[src/rtl/zigbee_tx_sequencer.sv]
// zigbee_tx_sequencer
// Frame-level controller for the 802.15.4 transmit datapath. A start request
// walks the symbol source through preamble (8 x 0x0), SFD (0x7, 0xA),
// PHR (len[3:0], {0,len[6:4]}) and PSDU (2*len nibbles from the input FIFO).
// The controller emits one symbol every SYM_CYCLES clocks. It owns the only
// read port of the nibble FIFO.
//
// Ports
//   inClock         system clock, rising edge
//   inReset         asynchronous active-high reset
//   inStart         single-cycle frame request, honoured only while idle
//   inLength[6:0]   PSDU length in bytes, sampled with inStart
//   inFifoEmpty     FIFO empty flag
//   inFifoData[3:0] FIFO read data, valid the cycle after outReadEnable
//   outReadEnable   one-cycle FIFO read strobe
//   outSEL[1:0]     symbol source: 0 preamble, 1 SFD, 2 PHR, 3 PSDU
//   outSymbol[3:0]  current symbol, held for the whole period
//   outSymbolValid  pulse on the first cycle of each symbol period
//   outBusy         high for every symbol period of a frame
//   outDone         pulse on the first idle cycle after a complete frame
//   outError        pulse on FIFO underrun or zero length request
module zigbee_tx_sequencer #(
    parameter int SYM_CYCLES = 32
) (
    input  logic       inClock,
    input  logic       inReset,
    input  logic       inStart,
    input  logic [6:0] inLength,
    input  logic       inFifoEmpty,
    input  logic [3:0] inFifoData,
    output logic       outReadEnable,
    output logic [1:0] outSEL,
    output logic [3:0] outSymbol,
    output logic       outSymbolValid,
    output logic       outBusy,
    output logic       outDone,
    output logic       outError
);

    localparam logic [7:0] LP_CNT_LAST   = 8'(SYM_CYCLES - 1);
    localparam logic [7:0] LP_CNT_PRE_RD = 8'(SYM_CYCLES - 3);

    typedef enum logic [2:0] {
        ST_IDLE = 3'd0,
        ST_PRE  = 3'd1,
        ST_SFD  = 3'd2,
        ST_PHR  = 3'd3,
        ST_PSDU = 3'd4
    } state_t;

    state_t     r_state, w_state;
    logic [7:0] r_cnt, w_cnt;
    logic [7:0] r_sc, w_sc;
    logic [6:0] r_len, w_len;
    logic [1:0] r_sel, w_sel;
    logic [3:0] r_sym, w_sym;
    logic       r_valid, w_valid;
    logic       r_busy, w_busy;
    logic       r_done, w_done;
    logic       r_err, w_err;
    logic       r_rd_slot, w_rd_slot;

    logic [7:0] w_psdu_syms;
    logic       w_psdu_last;
    logic       w_last_cyc;
    logic       w_last_sym;
    logic       w_next_is_psdu;

    assign w_psdu_syms    = {r_len, 1'b0};
    assign w_psdu_last    = (r_sc == (w_psdu_syms - 8'd1));
    assign w_last_cyc     = (r_cnt == LP_CNT_LAST);
    assign w_next_is_psdu = ((r_state == ST_PHR) && (r_sc == 8'd1)) ||
                            ((r_state == ST_PSDU) && !w_psdu_last);

    // Whether the symbol in progress is the final one of its state
    always_comb begin
        w_last_sym = 1'b1;
        case (r_state)
            ST_PRE:         w_last_sym = (r_sc == 8'd7);
            ST_SFD, ST_PHR: w_last_sym = (r_sc == 8'd1);
            ST_PSDU:        w_last_sym = w_psdu_last;
            default:        w_last_sym = 1'b1;
        endcase
    end

    // Next-state and next-output logic for the frame sequencer
    always_comb begin
        w_state   = r_state;
        w_cnt     = r_cnt;
        w_sc      = r_sc;
        w_len     = r_len;
        w_sel     = r_sel;
        w_sym     = r_sym;
        w_valid   = 1'b0;
        w_busy    = r_busy;
        w_done    = 1'b0;
        w_err     = 1'b0;
        w_rd_slot = 1'b0;
        case (r_state)
            ST_IDLE: begin
                w_cnt  = 8'd0;
                w_sc   = 8'd0;
                w_busy = 1'b0;
                w_sel  = 2'd0;
                w_sym  = 4'h0;
                if (inStart) begin
                    if (inLength != 7'd0) begin
                        w_state = ST_PRE;
                        w_len   = inLength;
                        w_busy  = 1'b1;
                        w_valid = 1'b1;
                    end else begin
                        w_err = 1'b1;
                    end
                end else begin
                    w_state = ST_IDLE;
                end
            end
            ST_PRE, ST_SFD, ST_PHR, ST_PSDU: begin
                if (!w_last_cyc) begin
                    w_cnt     = r_cnt + 8'd1;
                    // The read strobe occupies cnt = SYM_CYCLES-2 so the FIFO
                    // data is present during the final cycle of the period.
                    w_rd_slot = (r_cnt == LP_CNT_PRE_RD) && w_next_is_psdu;
                    w_err     = r_rd_slot && inFifoEmpty;
                end else if (r_err) begin
                    // Underrun flagged this period: drop the frame without done.
                    w_state = ST_IDLE;
                    w_cnt   = 8'd0;
                    w_sc    = 8'd0;
                    w_busy  = 1'b0;
                    w_sel   = 2'd0;
                    w_sym   = 4'h0;
                end else if (!w_last_sym) begin
                    w_cnt   = 8'd0;
                    w_sc    = r_sc + 8'd1;
                    w_valid = 1'b1;
                    case (r_state)
                        ST_SFD:  w_sym = 4'hA;
                        ST_PHR:  w_sym = {1'b0, r_len[6:4]};
                        ST_PSDU: w_sym = inFifoData;
                        default: w_sym = 4'h0;
                    endcase
                end else begin
                    w_cnt = 8'd0;
                    w_sc  = 8'd0;
                    case (r_state)
                        ST_PRE: begin
                            w_state = ST_SFD;
                            w_sel   = 2'd1;
                            w_sym   = 4'h7;
                            w_valid = 1'b1;
                        end
                        ST_SFD: begin
                            w_state = ST_PHR;
                            w_sel   = 2'd2;
                            w_sym   = r_len[3:0];
                            w_valid = 1'b1;
                        end
                        ST_PHR: begin
                            w_state = ST_PSDU;
                            w_sel   = 2'd3;
                            w_sym   = inFifoData;
                            w_valid = 1'b1;
                        end
                        default: begin
                            w_state = ST_IDLE;
                            w_busy  = 1'b0;
                            w_sel   = 2'd0;
                            w_sym   = 4'h0;
                            w_done  = 1'b1;
                        end
                    endcase
                end
            end
            default: begin
                w_state = ST_IDLE;
                w_cnt   = 8'd0;
                w_sc    = 8'd0;
                w_busy  = 1'b0;
                w_sel   = 2'd0;
                w_sym   = 4'h0;
            end
        endcase
    end

    // State and registered-output register
    always_ff @(posedge inClock or posedge inReset) begin
        if (inReset) begin
            r_state   <= ST_IDLE;
            r_cnt     <= 8'd0;
            r_sc      <= 8'd0;
            r_len     <= 7'd0;
            r_sel     <= 2'd0;
            r_sym     <= 4'h0;
            r_valid   <= 1'b0;
            r_busy    <= 1'b0;
            r_done    <= 1'b0;
            r_err     <= 1'b0;
            r_rd_slot <= 1'b0;
        end else begin
            r_state   <= w_state;
            r_cnt     <= w_cnt;
            r_sc      <= w_sc;
            r_len     <= w_len;
            r_sel     <= w_sel;
            r_sym     <= w_sym;
            r_valid   <= w_valid;
            r_busy    <= w_busy;
            r_done    <= w_done;
            r_err     <= w_err;
            r_rd_slot <= w_rd_slot;
        end
    end

    // An empty FIFO suppresses the strobe; the underrun is flagged instead.
    assign outReadEnable  = r_rd_slot & ~inFifoEmpty;
    assign outSEL         = r_sel;
    assign outSymbol      = r_sym;
    assign outSymbolValid = r_valid;
    assign outBusy        = r_busy;
    assign outDone        = r_done;
    assign outError       = r_err;

endmodule

[config.mk]
export PLATFORM = sky130hd
export DESIGN_NAME = zigbee_tx_sequencer
export DESIGN_NICKNAME = d
export VERILOG_FILES = /design/src/rtl/zigbee_tx_sequencer.sv
export SDC_FILE = /design/constraint.sdc
export NUM_CORES = 1
export LEC_CHECK = 0
export CAP_MARGIN = 40
export CORE_UTILIZATION = 42
export CTS_BUF_LIST = sky130_fd_sc_hd__clkbuf_4
export DETAILED_ROUTE_END_ITERATION = 10
export REMOVE_ABC_BUFFERS = 1
export SYNTH_ARGS = -nofsm -noshare
export SYNTH_HDL_FRONTEND = slang
export SYNTH_SLANG_ARGS = --single-unit
export TNS_END_PERCENT = 20
[constraint.sdc]
create_clock -name inClock -period 3.5 [get_ports inClock]
set_input_delay 0.35 -clock inClock [delete_from_list [all_inputs] [get_ports inClock]]
set_output_delay 0.35 -clock inClock [all_outputs]
set_load 0.01 [all_outputs]
==> results.json, run 1 <==
{
  "maxSlewViolCount": 0,
  "r2r-start": "r_len[0]",
  "crit_type": "reg2reg",
  "ios": 26,
  "grt_pass1_vias": 1786,
  "cap_violations": 0,
  "finClkSkew_ps": 15.1,
  "p_leak_nw": 1.10,
  "ys_seq_area_share_pct": 41.8,
  "rsz0062_at_grt": "no",
  "cts_tree": "built",
  "viasPerCell": 5.49,
  "final_nets": 291,
  "wl_per_cell_um": 15.9,
  "diodes": 0,
  "antenna_found_initial": 0,
  "seq_area_um2": 926,
  "postCtsSetupRepairBufs": 0,
  "netlist.area_leader.share_pct": 41.8,
  "relSlewSlack_pct": 56.0,
  "timing.final.crit_share_pct": 79.3,
  "clock-sinks": 37,
  "port-buffer-count": 25,
  "start_util_pct": 43.6,
  "h-tree-depth": 2,
  "worst_slack_ps": 723,
  "required_ps": 3760,
  "synth_edf_count": 0,
  "die_w_um": 74.6,
  "synth-main-ff-cell": "dfrtp_1",
  "multi_input_comb_area_um2": 1200,
  "crit_path_end_kind": "flop",
  "die_height_um": 74.6,
  "core_area_um2": 5070,
  "grt_overflow": 0,
  "status": "finished clean",
  "pre_cts_slack_ps": 779,
  "synth_warnings": 0,
  "gp_routability_congestion": 0.878,
  "p_int_w": 0.000867,
  "r2r_end": "r_state[2]",
  "swShare_pct": 39.6,
  "setup_viol": 0,
  "hold_violations": 0,
  "die_area_um2": 5560,
  "holdBufCountCts": 0,
  "drtPass1Iterations": 4,
  "clk_pin_slew_ps": 130,
  "rows": 26,
  "synth_area_leader_cell": "dfrtp_1",
  "fin_crit_ps": 2780,
  "root_buffer": "clkbuf_4",
  "async_flop_share_pct": 100,
  "wirelength_um": 5440,
  "powerDensity_nw_per_um2": 547,
  "synthCells": 247,
  "drt_iter0_drc": 154,
  "layout-drive-gt1-share_pct": 8.82,
  "p_clk_share_pct": 21.2,
  "drc": 0,
  "setup_tns_ps": 0,
  "cp_max_fo": 8,
  "r2r_cells": 7,
  "ys_types": 49,
  "rrSetupSlack_ps": 720,
  "fillers": 510,
  "syn_to_final_growth_pct": 18.6,
  "p_comb_share_pct": 36.0,
  "p_seq_share_pct": 42.8,
  "ir_worst_vdd_v": 0.000238,
  "syn_area_um2": 2210,
  "grt_max_degree": 19,
  "clk_latency_ps": 360,
  "num_vias": 1877,
  "worst_pin_slew_ps": 660,
  "syn_avg_cell_area_um2": 8.96,
  "switching_power_w": 0.000569,
  "arrival_ps": 3040,
  "cts_buffers": 5,
  "track_usage_pct": 21.4,
  "hpwlAfterDp_um": 3940,
  "fmax_mhz": 360,
  "synth.area.top_cells": "dfrtp_1, nand2_1, o21ai_0, nor2_1, a21oi_1",
  "postRouteAntennaNets": 0,
  "ys_ff_latch": 37,
  "grt_pass1_wl_um": 8800,
  "clockBufferDepth": 2,
  "hp-class": "in2async",
  "crit_path_start_kind": "flop",
  "cts_resized": 0
}
## worst max path at each step
stage,startpoint,to,slack [ps]
floorplan,r_state[0],r_sc[6],1110
global placement,r_len[0],outSEL[1],880
detailed placement,r_len[0],r_state[2],780
CTS,r_len[0],r_state[2],770
global route,r_len[0],r_state[2],440
finish,r_len[0],r_state[2],720
## per-layer routing
metal,track usage (%),share of wire (%),vias up
met1,28.8,48,882
met5,0,0,-
met3,4.20,3.7,8
li1,-,-,937
met2,33.2,46,50
met4,10.1,2.5,0
## per-stage QoR
| step | hold WS, ps | area [um2] | util [%] | instances | total power [W] |
|---|---|---|---|---|---|
| finish | 247 | 2630 | 51.7 | 342 | 0.00144 |
| global route | 266 | 2630 | 51.7 | 342 | 0.00154 |
| CTS | 248 | 2630 | 51.7 | 342 | 0.00144 |
| detailed placement | 469 | 2550 | 50.2 | 334 | 0.00113 |
| global placement | 465 | 2520 | 49.6 | 333 | 0.00112 |
| floorplan | 467 | 2150 | - | 234 | 0.000952 |
## synthesized netlist by cell type, drive strengths merged (3+ instances only)
cell,n
dfrtp,37
nand2,29
nor2,19
o21ai,18
a21oi,14
nand3,12
nor4,8
xnor2,8
xor2,8
and3,7
buf,7
inv,7
nor3,7
clkbuf,6
ha,5
mux2,5
or2,5
a21o,3
nand2b,3
nor2b,3
o41ai,3
or4,3
## state kept, by name (all words and copies together) (netlist names)
signal / flops
outError: 1
outDone: 1
r_cnt: 8
r_state: 3
r_rd_slot: 1
r_sc: 8
outSymbolValid: 1
outSEL: 2
outSymbol: 4
r_len: 7
outBusy: 1
## worst max-delay path, cell delays in order (launching register included)
cell and delay, ps:
dfrtp_1 480, inv_1 80, ha_1 260, nor2b_1 160
and3_1 200, o41ai_1 580, nand3_1 470, o41ai_1 450
## power groups by stage
stage          clock (W)  sequential [W]  combinational, W
3_5_place_dp           0        0.000619          0.000512
6_report        0.000305        0.000615          0.000517
2_1_floorplan          0        0.000584          0.000368
3_3_place_gp           0        0.000618          0.000507
5_1_grt         0.000335        0.000627          0.000578
4_1_cts         0.000313        0.000610          0.000516
## final cells by class
class                           instances  share of cell area [%]
Multi-Input combinational cell        190                    45.7
Clock buffer                            5                    1.43
Sequential cell                        37                    35.3
Inverter                                7                    1.00
Tap cell                               70                    3.34
Clock inverter                          3                    1.57
Timing Repair Buffer                   30                    11.7
## cell usage in the layout (no fill, tap or decap), types with 2 or more instances in the layout
master and n:
a32o_1 2, nor4b_1 2, xnor2_1 8, ha_1 5, or2_2 4, nand2_1 29, mux2_2 5, mux2i_1 2
and3_1 7, o21ai_0 18, or4_1 3, nand3b_1 2, o41ai_1 3, nor2_1 19, o211ai_1 2, nand3_1 12
buf_4 4, nand2b_1 3, nor3_1 7, dfrtp_1 37, nor4_1 8, nor2b_1 3, inv_1 7, clkdlybuf4s50_1 25
clkbuf_4 5, a21o_1 3, a211o_1 2, xor2_1 8, a21oi_1 14
## cells by family (layout without fill, tap and decap cells)
logic type	Yosys count	after routing	synth area share, %
compound gates	57	57	17.5
xor+xnor	16	16	6.33
fa+ha+maj	5	5	2.83
buf+inv	20	45	4.01
flops	37	37	41.8
mux	7	7	3.45
simple gates	105	105	24.0
Note: power is estimated with default switching activity, not from simulation.
==> run 2, diff against run 1 <==
Clock period 3.5 ns to 2.7 ns, I/O delays scaled along.
==> results.json, run 2 (same netlist as run 1, synthesis figures left out) <==
{
  "crit_type": "reg2reg",
  "final_common_cell": "dfrtp_1",
  "core_area_um2": 5070,
  "drt_iter0_drc": 125,
  "grtUsageMet1_pct": 29.4,
  "fin_util_pct": 52.4,
  "antenna_found_initial": 0,
  "wl_per_cell_um": 15.2,
  "slowest_delay_ps": 500,
  "relSlewSlack_pct": 61.1,
  "arrival_ps": 2820,
  "hpwlAfterDp_um": 3850,
  "postRouteAntennaNets": 0,
  "root_buffer": "clkbuf_4",
  "grt_pass1_vias": 1728,
  "gp_routability_congestion": 0.835,
  "hp-class": "in2async",
  "holdWs_ps": 315,
  "worst_pin_slew_ps": 575,
  "grt_overflow": 0,
  "crit_path_end_kind": "flop",
  "gr-max-usage-layer": "met2",
  "setup_viol": 0,
  "met2_usage_pct": 31.0,
  "rows": 26,
  "ir_worst_vdd_v": 0.000319,
  "clk_latency_ps": 360,
  "timing.final.crit_share_pct": 94.3,
  "viasPerCell": 5.57,
  "clock-sinks": 37,
  "holdBufCountCts": 0,
  "die_area_um2": 5560,
  "cts_buffers": 5,
  "p_leak_nw": 1.13,
  "num_vias": 1945,
  "final_cell_mix": "dfrtp_1, nand2_1, clkdlybuf4s50_1",
  "ios": 26,
  "drc": 0,
  "setup_tns_ps": 0,
  "required_ps": 2980,
  "maxSlewViolCount": 0,
  "cts_resized": 0,
  "track_usage_pct": 20.8,
  "port-buffer-count": 25,
  "reg_top3": "r_cnt (8), r_sc (8), r_len (7)",
  "cap_violations": 0,
  "r2r-start": "r_len[2]",
  "worst_slack_ps": 154,
  "rsz0062_at_grt": "no",
  "h-tree-depth": 2,
  "crit_start": "r_len[2]",
  "final_nets": 298,
  "diodes": 0,
  "powerDensity_nw_per_um2": 714,
  "cp_cell_sequence": "or3_1 -> o31a_1 -> o32a_1 -> a31o_4 -> or4_1 -> o211ai_1",
  "r2r_end": "r_sc[4]",
  "layout-drive-gt1-share_pct": 11.1,
  "syn_to_final_growth_pct": 20.1,
  "finClkSkew_ps": 13.5,
  "status": "finished clean",
  "drtPass1Iterations": 4,
  "slowest_stage": "dfrtp_1",
  "wirelength_um": 5320,
  "start_util_pct": 43.6,
  "fin_crit_ps": 2550,
  "fillers": 513,
  "hold_violations": 0,
  "cp_max_fo": 15,
  "die_w_um": 74.6,
  "use_met3_pct": 4.34,
  "postCtsSetupRepairBufs": 0,
  "rrSetupSlack_ps": 150,
  "r2r_cells": 6,
  "fmax_mhz": 393,
  "crit_path_start_kind": "flop",
  "cts_tree": "built",
  "die_height_um": 74.6,
  "grt_pass1_wl_um": 8550,
  "pre_cts_slack_ps": 207,
  "clockBufferDepth": 2,
  "clk_pin_slew_ps": 130,
  "grt_max_degree": 38
}
## run 2: per-stage QoR
| step | power, W | cells | instance area, um2 |
|---|---|---|---|
| finish | 0.00190 | 349 | 2660 |
| global route | 0.00202 | 349 | 2660 |
| CTS | 0.00190 | 349 | 2660 |
| detailed placement | 0.00150 | 341 | 2580 |
| global placement | 0.00149 | 340 | 2570 |
| floorplan | 0.00123 | 234 | 2150 |
## run 2: cell type report
cell class | count | area [um2] | area share [%]
clock buffer | 6 | 45.0 | 1.69
timing repair buffer | 37 | 340 | 12.8
clock inverter | 2 | 33.8 | 1.27
tap | 70 | 87.6 | 3.30
sequential | 37 | 926 | 34.8
inverter | 7 | 26.3 | 0.989
multi-input combinational | 190 | 1200 | 45.1
## run 2: per-layer routing
layer	share of wire (%)	routed length (um)
met1	50	2640
met2	44	2360
met3	3.6	190
met4	2.3	124
met5	0	0
## run 2: report_power, final
part           switching, W  internal, W
combinational      0.000408     0.000323
clock              0.000201     0.000203
sequential         0.000125     0.000637
total              0.000734      0.00116
## run 2: worst max-delay path: cells and delay by family, from the launching register on
kind	cells	cell delay (ps)
compound gates	4	1060
flops	1	500
simple gates	2	900
## run 2: how the worst max path moves through the flow
| stage | cells after the start | endpoint | slack (ps) |
|---|---|---|---|
| after floorplan | 5 | r_sc[6] | 310 |
| after global placement | 6 | r_sc[5] | 220 |
| after detailed placement | 6 | r_sc[4] | 210 |
| after CTS | 6 | r_sc[4] | 160 |
| after global routing | 8 | outSymbol[0] | 20 |
| final | 6 | r_sc[4] | 150 |
==> run 3, diff against run 2 <==
--- a/config.mk
+++ b/config.mk
@@ -10,2 +10,3 @@
 export CTS_BUF_LIST = sky130_fd_sc_hd__clkbuf_4
+export CTS_CLUSTER_SIZE = 40
 export DETAILED_ROUTE_END_ITERATION = 10
==> constraint.sdc (replaced) <==
create_clock -name inClock -period 2.7 [get_ports inClock]
set_input_delay 0.675 -clock inClock [delete_from_list [all_inputs] [get_ports inClock]]
set_output_delay 0.675 -clock inClock [all_outputs]
set_load 0.01 [all_outputs]
==> results.json, run 3 (same netlist as run 1, synthesis figures left out) <==
{
  "status": "finished clean",
  "ios": 26,
  "holdPathEnd": "outSymbol[1]",
  "hp-class": "reg2reg",
  "hpwlAfterDp_um": 3940,
  "finalInstanceArea_um2": 2680,
  "cts_buffers": 5,
  "r2r-start": "r_len[1]",
  "fmax_mhz": 399,
  "cts_tree": "built",
  "syn_to_final_growth_pct": 21.2,
  "clockBufferDepth": 2,
  "die_w_um": 74.6,
  "postCtsSetupRepairBufs": 0,
  "gp_routability_congestion": 0.804,
  "maxSlewViolCount": 0,
  "setup_tns_ps": 0,
  "final_common_cell": "dfrtp_1",
  "required_ps": 2940,
  "die_area_um2": 5560,
  "arrival_ps": 2740,
  "rows": 26,
  "cp_max_fo": 8,
  "cap_violations": 0,
  "hold_violations": 0,
  "dp.cells": 342,
  "clk_latency_ps": 350,
  "drt_iter0_drc": 138,
  "port-buffer-count": 25,
  "crit_start": "r_len[1]",
  "power_w": 0.00194,
  "setup_viol": 0,
  "grt_pass1_wl_um": 8910,
  "diodes": 0,
  "postRouteAntennaNets": 0,
  "grt_pass1_vias": 1763,
  "rsz0062_at_grt": "no",
  "clk_pin_slew_ps": 120,
  "finClkSkew_ps": 9.79,
  "layout-drive-gt1-share_pct": 11.8,
  "fin_crit_ps": 2500,
  "root_buffer": "clkbuf_4",
  "h-tree-depth": 2,
  "grt_overflow": 0,
  "cts_resized": 0,
  "relSlewSlack_pct": 63.2,
  "start_util_pct": 43.6,
  "final_nets": 299,
  "crit_path_start_kind": "flop",
  "worstHoldStart": "outSymbol[1]",
  "wl_per_cell_um": 15.5,
  "grt_max_degree": 38,
  "holdBufCountCts": 0,
  "r2r_cells": 8,
  "finalNonFillerCells": 350,
  "placed_area_um2": 2600,
  "drc": 0,
  "multi_input_comb_area_um2": 1200,
  "antenna_found_initial": 0,
  "reg_top3": "r_cnt (8), r_sc (8), r_len (7)",
  "timing.final.crit_share_pct": 92.7,
  "final_cell_mix": "dfrtp_1, nand2_1, clkdlybuf4s50_1",
  "powerDensity_nw_per_um2": 723,
  "worst_pin_slew_ps": 544,
  "fillers": 497,
  "ir_worst_vdd_v": 0.000316,
  "viasPerCell": 5.49,
  "clock-sinks": 37,
  "core_area_um2": 5070,
  "num_vias": 1920,
  "p_leak_nw": 1.14,
  "drtPass1Iterations": 4,
  "rrSetupSlack_ps": 200,
  "wirelength_um": 5430,
  "die_height_um": 74.6,
  "seq_area_um2": 926,
  "track_usage_pct": 21.7,
  "whs_path_depth": 2,
  "crit_type": "reg2reg",
  "crit_path_end_kind": "flop",
  "r2r_end": "r_state[2]"
}
[run 3: cell count changes in the layout (fill, tap and decap cells not counted), sizes merged]
cell,previous run,this run
clkinvlp,0,1
clkbuf,6,5
buf,12,13
[run 3: worst max-delay path, cell delays in order (launching register included)]
cell and delay [ps]:
dfrtp_1 440, inv_1 70, ha_1 240, nor2b_1 160, and3_1 190, o41ai_1 330
buf_4 180, nand3_1 310, o41ai_1 470
[run 3: stage by stage]
step	util, %	worst slack [ps]	hold slack, ps
after floorplan	-	309	470
after global placement	51.2	269	466
after detailed placement	51.2	240	470
after CTS	52.9	219	499
after global routing	52.9	36.6	537
final	52.9	196	492
[run 3: cell type report]
type / count / share of cell area [%]
multi-input cells: 190 / 44.7
flip-flops and latches: 37 / 34.5
repair buffers: 38 / 13.4
well taps: 70 / 3.26
clock inverters: 3 / 1.73
clock buffers: 5 / 1.40
inverters: 7 / 0.979
[run 3: layer usage]
layer	share of wire, %	wire, um	track usage, %	vias up
met5	0	0	0	-
met4	0.74	40	5.03	0
met3	6.3	341	4.20	5
met2	45	2440	33.4	58
met1	48	2610	31.4	900
li1	-	-	-	957
[run 3: how the worst max path moves through the flow]
stage               cells past startpoint            to
global placement                        6       r_sc[5]
floorplan                               5       r_sc[6]
global route                            9  outSymbol[3]
finish                                  8    r_state[2]
CTS                                     6       r_sc[5]
detailed placement                      6       r_sc[5]
[run 3: where the power goes]
part / total, W / switching, W / internal (W)
clock: 0.000399 / 0.000203 / 0.000196
combinational: 0.000792 / 0.000442 / 0.000350
sequential: 0.000747 / 0.000110 / 0.000638
total: 0.00194 / 0.000755 / 0.00118
